## config.mk

```make
export PLATFORM = sky130hd
export DESIGN_NAME = inst_rom_loader
export DESIGN_NICKNAME = d
export VERILOG_FILES = /design/src/rtl/inst_rom_loader.sv
export SDC_FILE = /design/constraint.sdc
export NUM_CORES = 1
export LEC_CHECK = 0
export BUFFER_PORTS_ARGS = -buffer_cell sky130_fd_sc_hd__buf_2
export CAP_MARGIN = 20
export CORE_MARGIN = 3
export CORE_UTILIZATION = 40
export DETAILED_ROUTE_END_ITERATION = 6
export SYNTH_ARGS = -nofsm -noshare
export SYNTH_HDL_FRONTEND = slang
export SYNTH_SLANG_ARGS = --single-unit
```

## constraint.sdc

```tcl
create_clock -name clk -period 3.16 [get_ports clk]
set_clock_uncertainty 0.05 [all_clocks]
set_input_delay 0.948 -clock clk [delete_from_list [all_inputs] [get_ports clk]]
set_output_delay 0.948 -clock clk [all_outputs]
set_load 0.1 [all_outputs]
```

## src/rtl/inst_rom_loader.sv

```systemverilog
// Boot loader: takes a framed byte stream (length, big-endian words, XOR checksum),
// writes each word into inst_rom and keeps the CPU in reset until the image verifies.
module inst_rom_loader #(
    parameter int                 ADDR_W    = 32,
    parameter int unsigned        MAX_WORDS = 131071,
    parameter logic [ADDR_W-1:0]  BASE_ADDR = '0
) (
    input  logic              clk,
    input  logic              rst,
    input  logic              in_valid,
    input  logic [7:0]        in_data,
    output logic              in_ready,
    input  logic              reload,
    output logic              rom_we,
    output logic [ADDR_W-1:0] rom_addr,
    output logic [31:0]       rom_wdata,
    output logic              cpu_rst,
    output logic              done,
    output logic              error,
    output logic [ADDR_W-1:0] words_loaded
);

    typedef enum logic [2:0] {S_LEN, S_DATA, S_CSUM, S_DONE, S_ERR} state_t;

    state_t              r_state;
    logic [1:0]          r_bcnt;
    logic [31:0]         r_wcnt;
    logic [31:0]         r_len;
    logic [31:0]         r_shift;
    logic [7:0]          r_xor;

    logic                w_acc;
    logic [31:0]         w_len_nxt;
    logic [31:0]         w_word;
    logic [ADDR_W-1:0]   w_waddr;

    assign w_acc     = in_valid && in_ready;
    assign w_len_nxt = {r_len[23:0], in_data};
    assign w_word    = {r_shift[23:0], in_data};
    // Word index counts from the frame start, so the address wraps naturally with ADDR_W.
    assign w_waddr   = BASE_ADDR + ADDR_W'({r_wcnt, 2'b00});

    always_ff @(posedge clk) begin
        if (!rst) begin
            r_state      <= S_LEN;
            r_bcnt       <= '0;
            r_wcnt       <= '0;
            r_len        <= '0;
            r_shift      <= '0;
            r_xor        <= '0;
            in_ready     <= 1'b0;
            rom_we       <= 1'b0;
            rom_addr     <= BASE_ADDR;
            rom_wdata    <= '0;
            cpu_rst      <= 1'b1;
            done         <= 1'b0;
            error        <= 1'b0;
            words_loaded <= '0;
        end else begin
            rom_we <= 1'b0;
            if (r_state inside {S_LEN, S_DATA, S_CSUM})
                in_ready <= 1'b1;
            case (r_state)
                S_LEN: if (w_acc) begin
                    r_len  <= w_len_nxt;
                    r_bcnt <= r_bcnt + 2'd1;
                    if (r_bcnt == 2'd3) begin
                        if (w_len_nxt > MAX_WORDS) begin
                            r_state  <= S_ERR;
                            error    <= 1'b1;
                            in_ready <= 1'b0;
                        end else if (w_len_nxt == '0) begin
                            r_state <= S_CSUM;
                        end else begin
                            r_state <= S_DATA;
                        end
                    end
                end
                S_DATA: if (w_acc) begin
                    r_shift <= w_word;
                    r_xor   <= r_xor ^ in_data;
                    r_bcnt  <= r_bcnt + 2'd1;
                    if (r_bcnt == 2'd3) begin
                        rom_we       <= 1'b1;
                        rom_addr     <= w_waddr;
                        rom_wdata    <= w_word;
                        words_loaded <= words_loaded + ADDR_W'(1);
                        r_wcnt       <= r_wcnt + 32'd1;
                        if (r_wcnt + 32'd1 == r_len)
                            r_state <= S_CSUM;
                    end
                end
                S_CSUM: if (w_acc) begin
                    in_ready <= 1'b0;
                    if (in_data == r_xor) begin
                        r_state <= S_DONE;
                        done    <= 1'b1;
                        cpu_rst <= 1'b0;
                    end else begin
                        r_state <= S_ERR;
                        error   <= 1'b1;
                    end
                end
                S_DONE, S_ERR: if (reload) begin
                    r_state      <= S_LEN;
                    r_bcnt       <= '0;
                    r_wcnt       <= '0;
                    r_len        <= '0;
                    r_shift      <= '0;
                    r_xor        <= '0;
                    in_ready     <= 1'b1;
                    rom_addr     <= BASE_ADDR;
                    cpu_rst      <= 1'b1;
                    done         <= 1'b0;
                    error        <= 1'b0;
                    words_loaded <= '0;
                end
                default: r_state <= S_LEN;
            endcase
        end
    end

endmodule
```

**Yosys cells after proc, flatten, opt, wreduce, memory -nomap -nowiden**

Cells that the tools add are included.

- Register bits: 202
- Input bits: 12
- Word-level logic and storage cells: 110
- Output and inout bits: 101

- Equal/unequal tests: 18
- Bitwise operators: 1
- Order comparisons: 1
- Reduce and logical (&&, ||, !) cells: 20
- $add $sub $neg: 3
- Multiplexer cells: 53

Operators by type and width:

| cell | count |
|---|---|
| $mux W32 | 8 |
| $pmux W32 S2 | 4 |
| $add A32 B1 Y32 const B | 2 |
| $pmux W24 S2 | 1 |
| $eq A32 B32 Y1 | 1 |
| $gt A32 B17 Y1 const B | 1 |
| $logic_not A32 Y1 | 1 |
| $mux W3 | 9 |
| $mux W24 | 1 |
| $mux W1 | 18 |
| $mux W8 | 2 |
| $pmux W8 S2 | 1 |
| $reduce_and A3 Y1 | 5 |
| $reduce_and A7 Y1 | 2 |
| $ne A2 B1 Y1 const B | 6 |
| $pmux W3 S4 | 1 |
| $ne A2 B2 Y1 const B | 5 |
| $eq A8 B8 Y1 | 1 |
| $reduce_and A4 Y1 | 2 |
| $reduce_bool A2 Y1 | 4 |
| $xor A8 B8 Y8 | 1 |
| $eq A3 B2 Y1 const B | 2 |
| $mux W2 | 3 |
| $pmux W1 S3 | 2 |
| other kinds (10) | 13 |

**Longest topological paths before layout**

- Word-level depth: 7
- Gate-level depth with buffers: 11
- Gate-level depth less buffers: 9

**Worst setup path before layout**

OpenSTA, ideal clock, no wires.

- Path type: register to register
- Start point: register in_ready
- End point: register words_loaded[31]
- Data required time: 3043 ps
- Slack: 331 ps
- Arrival: 2712 ps
- Stages on the path, launching flop included: 10
- Path buffers: 1
- Setup time: 67 ps
- Clock period less this slack: 2829 ps
- Cells stage by stage: dfxtp_1 -> nand3b_1 -> a21boi_0 -> o2111a_1 -> and4_1 -> buf_2 -> and2b_1 -> nand4_1 -> xor2_1 -> nor2_1

- Cells in the longest elaborated chain, start to end: 3

Ends and longest elaborated chain:

| item | RTL line | source |
|---|---|---|
| from (decl) | 12 | `output logic in_ready,` |
| from (signal assigned) | 51 | `in_ready <= 1'b0;` |
| from (signal assigned) | 62 | `in_ready <= 1'b1;` |
| from (signal assigned) | 71 | `in_ready <= 1'b0;` |
| $logic_and A1 B1 Y1 | 37 | `assign w_acc = in_valid && in_ready;` |
| $ne A2 B2 Y1 (no source line) | - |  |
| $reduce_and A4 Y1 (no source line) | - |  |
| to (signal assigned) | 87 | `words_loaded <= words_loaded + ADDR_W'(1);` |
| to (decl) | 20 | `output logic [ADDR_W-1:0] words_loaded` |

No other way between the ends.
A chain may end at the register's enable or synchronous reset.

**Worst setup path after layout**

- Start point: register r_wcnt[6]
- End point: register r_state[0]

- Cells in the longest elaborated chain, start to end: 4

Ends and longest elaborated chain:

| item | RTL line | source |
|---|---|---|
| from (decl) | 27 | `logic [31:0] r_wcnt;` |
| from (signal assigned) | 88 | `r_wcnt <= r_wcnt + 32'd1;` |
| $add A32 B1 Y32 | 89 | `if (r_wcnt + 32'd1 == r_len)` |
| $eq A32 B32 Y1 | 89 |  |
| $ne A2 B1 Y1 (no source line) | - |  |
| $reduce_and A7 Y1 (no source line) | - |  |
| to (signal assigned) | 90 | `r_state <= S_CSUM;` |
| to (signal assigned) | 96 | `r_state <= S_DONE;` |
| to (signal assigned) | 100 | `r_state <= S_ERR;` |
| to (decl) | 25 | `state_t r_state;` |

No other way between the ends.

==> impl_metrics.yaml <==
setup_path:
  cp.required_ps: 3430
  critical_path_class: "flip-flop to flip-flop"
  crit_path_end_kind: "flip-flop"
  critPathLaunchType: "flip-flop"
  cp_max_fo: 8
  critPathArrivalTime_ps: 3110
  r2r_cells: 10
layout:
  nets: 1230
  diodes: 0
  syn2layout_area_growth_pct: 14.8
  drive_above_1_share_pct: 16.4
  postLayoutCoreUtil_pct: 46.8
  final_cell_mix: "dfxtp_1 (200), nand2_1 (144), buf_2 (109), nor2b_1 (86), nor2_1 (75)"
  final_cells: 1546
  layout_commonest_cell: "dfxtp_1"
clocking:
  h-tree-depth: 4
  cts.path.max_buffers: 2
  tritoncts: "done"
  worstSkewPairLatency_ps: 440
  cts_hold_buf: 0
  cts.clk_slew.worst_paths_ps: 80
  numCtsBuffers: 17
  cts_resized: 0
  post-cts-setup-buffers: 0
  clockRootBuffer: "clkbuf_16"
  clock_sinks: 200
logic_synthesis:
  syn_inst: 1133
  synth_cell_types: 67
  ys.flop_type: "dfxtp_1"
  ys_seq_elements: 200
  yosys_warnings: 0
  synth_edf_count: 0
  syn_area_sq_um: 9600
  synth.avg_cell_area_sq_um: 8.47
  synth-async-reset-ratio_pct: 0
  yosysSeqAreaShare_pct: 41.7
floorplanning:
  die_h_um: 161
  start_util_pct: 40.8
  io_pins: 113
  coreArea_sq_um: 23500
  row_count: 56
  dieArea_sq_um: 25900
  die_x_um: 161
timing:
  fin_crit_sh_pct: 89.9
  tightest_slew_ps: 784
  drv_slew: 0
  rsz0062_at_grt: "false"
  slew_headroom_pct: 47.7
  finalSetupViolCount: 0
  setup_tns_ps: 0
  fin_crit_ps: 2840
  fmax_mhz: 352
  finalHoldViolations: 0
global_route:
  grt_pass1_vias: 7693
  gr-total-overflow: 0
  grt_util_all_layers_pct: 19.3
  antenna_found_initial: 0
  grt_max_degree: 76
  grt_pass1_wl_um: 41100
routing:
  postRouteWirelength_um: 25200
  wl_met3_um: 1510
  vias_per_cell: 5.38
  drt_iter0_drc: 616
  ant_nets: 0
  drc_errors: 0
  num_vias: 8313
  dr.pass1.iters: 5
  highest_layer: "met4"
  met1_length_um: 12000
  wl_per_cell_um: 16.3
  wl_met2_um: 11200
power:
  p_seq_share_pct: 53.0
  p_total_mw: 4.79
  switching_share_pct: 24.0
  p_int_mw: 3.64
  power_frac_clock_pct: 43.2
  ir_drop_uv: 286
  p_leak_nw: 4.09
  power_switching_mw: 1.15
  power.density_nw_per_um2: 435
  combPwrFrac_pct: 3.7
hold_path:
  hold_class: "flip-flop to flip-flop"
  whs_path_depth: 2
placed_design:
  place_inst: 1515
  io_buffers: 110
  dpl.hpwl_um: 17100
  place_congestion: 0.909
outcome:
  outcome: "complete, no violations"
job:
  drv_cap: 0
==> sequential cells by signal (all words and copies together) (netlist names) <==
signal        count
cpu_rst           1
done              1
error             1
in_ready          1
r_bcnt            2
r_len            32
r_shift          24
r_state           3
r_wcnt           32
r_xor             8
rom_addr         30
rom_wdata        32
rom_we            1
words_loaded     32
==> critical path: stages (launching register included) <==
cell     delay, ps
dfxtp_1        550
nand3_1        290
nor4_4         350
buf_4          200
nand4_1        230
xnor2_1        210
nand4_1        130
nor4_1         340
buf_4          180
a21o_1         110
a31oi_1         70
==> layer usage <==
| layer | GRT usage (%) | vias to the layer above |
|---|---|---|
| met4 | 5.98 | 0 |
| met1 | 27.5 | 3949 |
| met3 | 4.20 | 33 |
| li1 | - | 4109 |
| met2 | 29.4 | 222 |
| met5 | 0 | - |
==> synthesized netlist by cell type (3+ instances only) <==
cell type | instances | area (sq um)
nand3b_1 | 4 | 30.0
and4_1 | 9 | 78.8
nand2b_1 | 6 | 37.5
buf_4 | 3 | 22.5
xor2_1 | 30 | 263
mux2i_1 | 4 | 40.0
a21oi_1 | 35 | 175
nor2_1 | 75 | 282
dfxtp_1 | 200 | 4000
o22ai_1 | 3 | 18.8
nand2_1 | 145 | 544
nand4_1 | 21 | 131
o21ai_0 | 53 | 265
a22oi_1 | 72 | 541
nor4_1 | 12 | 75.1
and3_1 | 16 | 100
xnor2_1 | 47 | 412
inv_1 | 14 | 52.6
nor2b_1 | 86 | 538
a211oi_1 | 4 | 30.0
buf_2 | 6 | 30.0
or2_2 | 3 | 18.8
nand3_1 | 42 | 210
nor3b_1 | 3 | 22.5
and2_1 | 19 | 119
a31oi_1 | 7 | 43.8
buf_6 | 8 | 90.1
ha_1 | 3 | 37.5
a21boi_0 | 61 | 458
nor3_1 | 19 | 95.1
clkbuf_1 | 62 | 233
o21a_1 | 6 | 45.0
clkbuf_8 | 3 | 41.3
or3_1 | 10 | 62.6
==> path summary, 6_finish.rpt <==
kind,startpoint,slack (ps),to
worst max register to register,r_wcnt[6]$_SDFFE_PN0P_,320,r_state[0]$_SDFFE_PN0P_
worst max-delay path,r_wcnt[6]$_SDFFE_PN0P_,320,r_state[0]$_SDFFE_PN0P_
worst min register to register,rom_wdata[5]$_SDFFE_PN0P_,410,rom_wdata[5]$_SDFFE_PN0P_
worst min-delay path,rom_wdata[5]$_SDFFE_PN0P_,410,rom_wdata[5]$_SDFFE_PN0P_
==> power groups by stage <==
stage | registers, mW | logic, mW | clock network, mW
after CTS | 2.54 | 0.179 | 2.13
after global placement | 2.60 | 0.178 | 0
after global routing | 2.54 | 0.194 | 2.22
after detailed placement | 2.60 | 0.178 | 0
final | 2.54 | 0.178 | 2.07
after floorplan | 2.60 | 0.120 | 0
==> cell families (layout without fill, tap and decap cells) <==
kind of cell,count (synthesis),in the layout,share of synthesized area (%)
AOI/OAI and AO/OA,261,261,18.5
xor gates and xnor gates,77,77,7.03
adders and majority gates,3,3,0.391
buffers and inverters,98,191,5.02
DFF,200,200,41.7
muxes,6,6,0.652
other,1,2,0.0391
and+or+nand+nor,487,487,26.6
==> metrics by stage <==
stage / hold slack [ps] / instance area (sq um) / setup slack [ps]
3_5_place_dp: 406 / 10500 / 227
2_1_floorplan: 391 / 9600 / 331
6_report: 412 / 11000 / 320
3_3_place_gp: 400 / 10500 / 270
5_1_grt: 441 / 11000 / 112
4_1_cts: 417 / 11000 / 297
==> cell type report <==
type | count | area (sq um)
fillers | 2350 | 12500
multi-input cells | 836 | 5130
flip-flops and latches | 200 | 4000
repair buffers | 146 | 873
clock buffers | 18 | 439
well taps | 319 | 399
clock inverters | 13 | 116
inverters | 14 | 52.6
Note: power is estimated with default switching activity, not from simulation.
